### src/rtl/hdmi_tmds_serializer_pkg.sv
// Shared TMDS constants: symbol width, the four control symbols and the
// clock-lane pattern used by the HDMI/DVI output path.
package hdmi_pkg;

    localparam int TMDS_SYMBOL_W = 10;

    localparam logic [TMDS_SYMBOL_W-1:0] CTRL_00 = 10'b1101010100;
    localparam logic [TMDS_SYMBOL_W-1:0] CTRL_01 = 10'b0010101011;
    localparam logic [TMDS_SYMBOL_W-1:0] CTRL_10 = 10'b0101010100;
    localparam logic [TMDS_SYMBOL_W-1:0] CTRL_11 = 10'b1010101011;

    // Five ones then five zeros: one TMDS clock period per symbol time.
    localparam logic [TMDS_SYMBOL_W-1:0] TMDS_CLK_PATTERN = 10'b0000011111;

endpackage

### src/rtl/hdmi_tmds_serializer_lane_shifter.sv
// One TMDS lane: loads a (possibly inverted) symbol and shifts it out
// BITS_PER_CLK bits per cycle, earliest bit in the LSB of the slice.
module tmds_lane_shifter
    import hdmi_pkg::*;
#(
    parameter int SYMBOL_W     = TMDS_SYMBOL_W,
    parameter int BITS_PER_CLK = 2,
    parameter bit INVERT       = 1'b0
) (
    input  logic                    clock,
    input  logic                    reset,
    input  logic                    i_load,
    input  logic [SYMBOL_W-1:0]     i_symbol,
    output logic [BITS_PER_CLK-1:0] o_bits
);

    logic [SYMBOL_W-1:0] r_shift;

    always_ff @(posedge clock) begin
        if (reset) begin
            r_shift <= '0;
        end else if (i_load) begin
            r_shift <= i_symbol ^ {SYMBOL_W{INVERT}};
        end else begin
            r_shift <= r_shift >> BITS_PER_CLK;
        end
    end

    assign o_bits = r_shift[BITS_PER_CLK-1:0];

endmodule

### src/rtl/hdmi_tmds_serializer.sv
// HDMI/DVI output serializer: accepts one TMDS symbol per lane per symbol time,
// emits BITS_PER_CLK bits per lane per clock plus a generated TMDS clock lane.
module hdmi_tmds_serializer
    import hdmi_pkg::*;
#(
    parameter int                    NUM_LANES    = 3,
    parameter int                    SYMBOL_W     = TMDS_SYMBOL_W,
    parameter int                    BITS_PER_CLK = 2,
    parameter logic [SYMBOL_W-1:0]   CLK_PATTERN  = TMDS_CLK_PATTERN,
    parameter logic [SYMBOL_W-1:0]   IDLE_SYMBOL  = CTRL_00,
    parameter logic [NUM_LANES:0]    INVERT_MASK  = '0
) (
    input  logic                                  clock,
    input  logic                                  reset,
    input  logic                                  in_valid,
    output logic                                  in_ready,
    input  logic [NUM_LANES*SYMBOL_W-1:0]         in_symbols,
    output logic [(NUM_LANES+1)*BITS_PER_CLK-1:0] out_twice,
    output logic                                  symbol_strobe,
    output logic                                  underflow,
    input  logic                                  clear_underflow
);

    localparam int PHASES = SYMBOL_W / BITS_PER_CLK;
    localparam int PW     = (PHASES > 1) ? $clog2(PHASES) : 1;
    localparam logic [PW-1:0] LAST_PHASE = PW'(PHASES - 1);

    if (!(BITS_PER_CLK == 1 || BITS_PER_CLK == 2 || BITS_PER_CLK == 5) ||
        (SYMBOL_W % BITS_PER_CLK) != 0) begin : g_bad_bits_per_clk
        $error("hdmi_tmds_serializer: illegal BITS_PER_CLK=%0d", BITS_PER_CLK);
    end

    logic [PW-1:0] r_phase;
    logic          r_strobe;
    logic          r_underflow;
    logic          r_primed;
    logic          w_wrap;
    logic          w_underflow_set;

    assign w_wrap          = (r_phase == LAST_PHASE);
    assign w_underflow_set = w_wrap & ~in_valid & r_primed;

    always_ff @(posedge clock) begin
        if (reset) begin
            r_phase     <= LAST_PHASE;
            r_strobe    <= 1'b0;
            r_underflow <= 1'b0;
            r_primed    <= 1'b0;
        end else begin
            r_phase  <= w_wrap ? '0 : r_phase + PW'(1);
            r_strobe <= w_wrap;
            if (w_wrap) begin
                r_primed <= 1'b1;
            end
            // A fresh underflow outranks a simultaneous clear request.
            if (w_underflow_set) begin
                r_underflow <= 1'b1;
            end else if (clear_underflow) begin
                r_underflow <= 1'b0;
            end
        end
    end

    assign in_ready      = w_wrap;
    assign symbol_strobe = r_strobe;
    assign underflow     = r_underflow;

    for (genvar i = 0; i < NUM_LANES; i++) begin : g_data_lane
        logic [SYMBOL_W-1:0] w_symbol;
        assign w_symbol = in_valid ? in_symbols[i*SYMBOL_W +: SYMBOL_W] : IDLE_SYMBOL;

        tmds_lane_shifter #(
            .SYMBOL_W     (SYMBOL_W),
            .BITS_PER_CLK (BITS_PER_CLK),
            .INVERT       (INVERT_MASK[i])
        ) u_lane (
            .clock    (clock),
            .reset    (reset),
            .i_load   (w_wrap),
            .i_symbol (w_symbol),
            .o_bits   (out_twice[i*BITS_PER_CLK +: BITS_PER_CLK])
        );
    end

    tmds_lane_shifter #(
        .SYMBOL_W     (SYMBOL_W),
        .BITS_PER_CLK (BITS_PER_CLK),
        .INVERT       (INVERT_MASK[NUM_LANES])
    ) u_clock_lane (
        .clock    (clock),
        .reset    (reset),
        .i_load   (w_wrap),
        .i_symbol (CLK_PATTERN),
        .o_bits   (out_twice[NUM_LANES*BITS_PER_CLK +: BITS_PER_CLK])
    );

endmodule

### config.mk
export PLATFORM = sky130hd
export DESIGN_NAME = hdmi_tmds_serializer
export DESIGN_NICKNAME = d
export VERILOG_FILES = /design/src/rtl/hdmi_tmds_serializer_pkg.sv /design/src/rtl/hdmi_tmds_serializer_lane_shifter.sv /design/src/rtl/hdmi_tmds_serializer.sv
export SDC_FILE = /design/constraint.sdc
export NUM_CORES = 1
export LEC_CHECK = 0
export CORE_ASPECT_RATIO = 0.8
export CORE_MARGIN = 3
export CORE_UTILIZATION = 47
export DETAILED_ROUTE_END_ITERATION = 8
export PLACE_DENSITY = 0.91
export SLEW_MARGIN = 20
export SYNTH_ARGS = -nofsm -noshare
export SYNTH_HDL_FRONTEND = slang
export SYNTH_SLANG_ARGS = --single-unit
### constraint.sdc
create_clock -name clock -period 2.5 [get_ports clock]
set_input_delay 0.5 -clock clock [delete_from_list [all_inputs] [get_ports clock]]
set_output_delay 0.5 -clock clock [all_outputs]
set_load 0.005 [all_outputs]
== Yosys cells after proc, flatten, opt, wreduce, memory -nomap -nowiden ==
Cells that the tools add are included.
Storage, ports and cells
  flip-flop bits (word level): 44
  bits of input ports: 34
Operators by class
  mux-type cells: 10
  add/subtract/negate cells: 1
  reductions and logical operators: 3
  bitwise logic cells: 4
  equality and inequality tests: 1
Operators with widths (number)
  $mux 10: 3
  $mux 8: 3
  $mux 5: 1
  $reduce_or 2->1: 2
  $add 3x1->3 const B: 1
  $eq 3x3->1 const B: 1
  $mux 3: 1
  $and 1x1->1: 2
  $mux 1: 2
  $not 1->1: 2
  $reduce_bool 2->1: 1

== Depth between registers and ports, before layout ==
  depth in word-level cells: 4
  depth in mapped cells: 7
  mapped depth without buffers: 4

== Cells and area by module ==
Synthesis repeated with hierarchy kept, for this count alone.
Unflattened totals
  cell total of the unflattened synthesis: 185
  area, all modules: 1895.6 sq um
By module, submodules not included
  tmds_lane_shifter: sequential area each 200.2 sq um, area each 364.1 sq um, cells each 32, times used 4
  hdmi_tmds_serializer: sequential area each 120.1 sq um, area each 439.2 sq um, cells each 57, times used 1

== Worst setup path before layout ==
No wires, ideal clock.
  kind: register to output
  start point: register r_phase[0]
  end point: output port in_ready
  slack: 1022 ps
  arrival: 978 ps
  data required time: 2000 ps
  cell stages (with the launch flop): 6
  cells stage by stage: dfxtp_1 > inv_1 > ha_1 > buf_2 > and2_1 > buf_6
Between the ends
  longest elaborated chain between the ends: 1
Ends and longest elaborated chain
  from (decl): line hdmi_tmds_serializer.sv:33  | logic [PW-1:0] r_phase;
  from (signal assigned): line hdmi_tmds_serializer.sv:50  | r_phase <= w_wrap ? '0 : r_phase + PW'(1);
  $eq 3x3->1: line hdmi_tmds_serializer.sv:40  | assign w_wrap = (r_phase == LAST_PHASE);
  to (decl): line hdmi_tmds_serializer.sv:16  | output logic in_ready,
No other way between the ends.

== Final worst setup path ==
Same ends and word-level chain as after synthesis.

==> impl_metrics.ini <==
[place]
portBuffers = 44
dp_hpwl_um = 2053
globalplace.congestion = 0.7651

[route]
routed_wl_um = 2869
avgRoutedWirePerCell_um = 13.66
drtIter0Drc = 69
dr.pass1.iters = 4
ant_nets = 0
vias = 1046
drc_errors = 0
vias_per_cell = 4.981

[floorplanning]
die_y_um = 54.36
fp.coreArea_sq_mm = 0.002603
io_pins = 45
die_w_um = 66.45
die-area_sq_mm = 0.003612
fp-row-count = 16
initial_utilization = 0.5279

[yosys]
synth_compound_area_frac = 0.2350
avgSynthCellArea_sq_um = 10.33
synth_top_area_frac = 0.5537
yosysSeqAreaShare = 0.5537
synth_top_family_by_area = compound AO/OA/AOI/OAI gates
synth-xor-area-share = 0
ys.flop_type = dfxtp_1
muxShareOfSynthArea = 0
syn_area_sq_mm = 0.001374
synth_simple_gate_area_frac = 0.05191
synth_common_cells = 38 x dfxtp_1, 19 x a21oi_1, 18 x inv_1
synthCells = 133
synth_nets = 169
synth_top_area_cell = dfxtp_1
synth_edf_count = 0
synth.distinct_cells = 20
synthTopCellsByArea = dfxtp_1 55%, a22o_1 9.6%, a21oi_1 6.9%
async_reset_ff_frac = 0
synth-adder-area-share = 0.01821
synth.most_common_cell = dfxtp_1
synth_seq_cells = 38
yosysWarnings = 0

[worst_setup_path]
critical-path-top-delay-family = buffers and inverters
critPathMaxStageDelay_ns = 0.52
cp_slowest_cell = clkdlybuf4s50_1
crit_path_end_kind = output pin
crit_chain = inv_1 > ha_1 > and2_1 > clkdlybuf4s50_1
crit_fanout = 3
path_class = flop to output pin
crit_arrival_ns = 1.62
critPathLaunchType = flop
cp.required_ns = 2.00
worst-path-buf-inv = 2

[timing]
fin_tns_setup_ns = 0
timing_hold_violations_final = 0
layout_min_cycle_time_ns = 2.117
relSlewSlack = 0.7786
drv_slew = 0
tightest_slew_ns = 0.3311
period_share = 0.8466
rsz0062_at_grt = false
setup_viol = 0
fmax_ghz = 0.4725
skew_ns = 0.008897

[power_and_ir_drop]
powerDensity_mw_per_mm2 = 725.0
power.static_leakage_nw = 0.7870
peakVddDrop_mv = 0.4211
fin_total_pwr_w = 0.001338

[finish]
seq_area_sq_um = 760.7
area_growth_syn_to_layout_pct = 34.34
multiInputGateArea_sq_um = 419.2
fin_nets = 209
nFillCells = 209
n_antenna_cell = 0
drive_gt1_frac = 0.08621

[clock_network]
post_cts_buffers = 0
path_clk_slew_ns = 0.10
cts_resized = 0
postCtsHoldBufs = 0
root_buffer = clkbuf_4
cts_buffer_depth = 2
numCtsBuffers = 5
h-tree-depth = 2
clkLatencyLatePin_ns = 0.33
clock_sinks = 38
cts_tree = done

[global_route]
grt-ovfl-total = 0
grt_pass1_vias = 1034
grt_usage = 0.1722
grt_pass1_wl_um = 4540
grt_max_degree = 19
grt_antenna_before_repair = 0

[worst_hold_path]
min_path_type = flop to flop

[outcome]
status = completed

[flow_run]
maxCapViolCount = 0
[cell usage in the layout (no fill, tap or decap)]
cell type        netlist  final
nand4b_1               1      1
clkdlybuf4s50_1        0     44
ha_1                   2      2
buf_4                  8      7
clkbuf_4               0      5
clkbuf_1               2      1
a22o_1                15     15
a211o_1                1      1
inv_1                 18     18
clkbuf_8               0      1
a311oi_1               9      9
a21oi_2                1      1
nand3b_1               1      1
and4b_1                1      1
clkinv_2               0      1
and2_1                 2      2
nor2b_1                1      1
nor2_1                 4      4
nand2b_1               1      1
nor3_1                 1      1
a21oi_1               19     19
dfxtp_1               38     38
[area by class of cell]
| class | instances | area share |
|---|---|---|
| clock buffers | 7 | 0.02983 |
| well taps | 36 | 0.02441 |
| flip-flops and latches | 38 | 0.4122 |
| inverters | 18 | 0.03661 |
| multi-input cells | 59 | 0.2271 |
| repair buffers | 51 | 0.2671 |
| clock inverters | 1 | 0.002712 |
[path summary, 6_finish.rpt]
kind / endpoint / from / cells past startpoint / slack [ns]
setup / recovery: in_ready / r_phase[0] / 4 / 0.38
hold / removal: g_data_lane[0].u_lane.r_shift[7] / g_data_lane[0].u_lane.r_shift[9] / 1 / 0.46
setup reg to reg: g_data_lane[2].u_lane.r_shift[0] / r_phase[0] / 6 / 0.92
hold reg to reg: g_data_lane[0].u_lane.r_shift[7] / g_data_lane[0].u_lane.r_shift[9] / 1 / 0.46
[registers in the layout (all words and copies together) (netlist names)]
signal and flops:
u_clock_lane.r_shift 3, r_primed 1, r_phase 3, underflow 1, g_data_lane.u_lane.r_shift 30
[power breakdown]
part | total (W) | leakage [nW] | internal, W | switching (W)
clock | 0.000318 | 0.0353 | 0.000136 | 0.000181
sequential | 0.000714 | 0.313 | 0.000687 | 0.0000271
combinational | 0.000307 | 0.438 | 0.000168 | 0.000139
[through the flow]
stage	area, sq um	hold slack, ns	worst slack (ns)	std cells	util
2_1_floorplan	1374	0.4257	1.022	133	-
3_3_place_gp	1785	0.4271	0.7313	202	0.6861
3_5_place_dp	1785	0.4344	0.6890	202	0.6861
4_1_cts	1846	0.4578	0.3785	210	0.7091
5_1_grt	1846	0.4754	0.2791	210	0.7091
6_report	1846	0.4575	0.3834	210	0.7091
[per-layer routing]
metal  vias up  routed length (um)  global-route usage
met1       475                1153              0.1841
met5         -                   0                   0
met2        35                1472              0.3081
met4         0                  38             0.07432
li1        532                   -                   -
met3         4                 205             0.06571
[kinds of logic after synthesis]
kind of cell / Yosys count
and+or+nand+nor: 12
DFF: 38
AOI/OAI and AO/OA: 45
buffers and inverters: 36
adders and majority gates: 2
(Power assumes the default switching activity.)
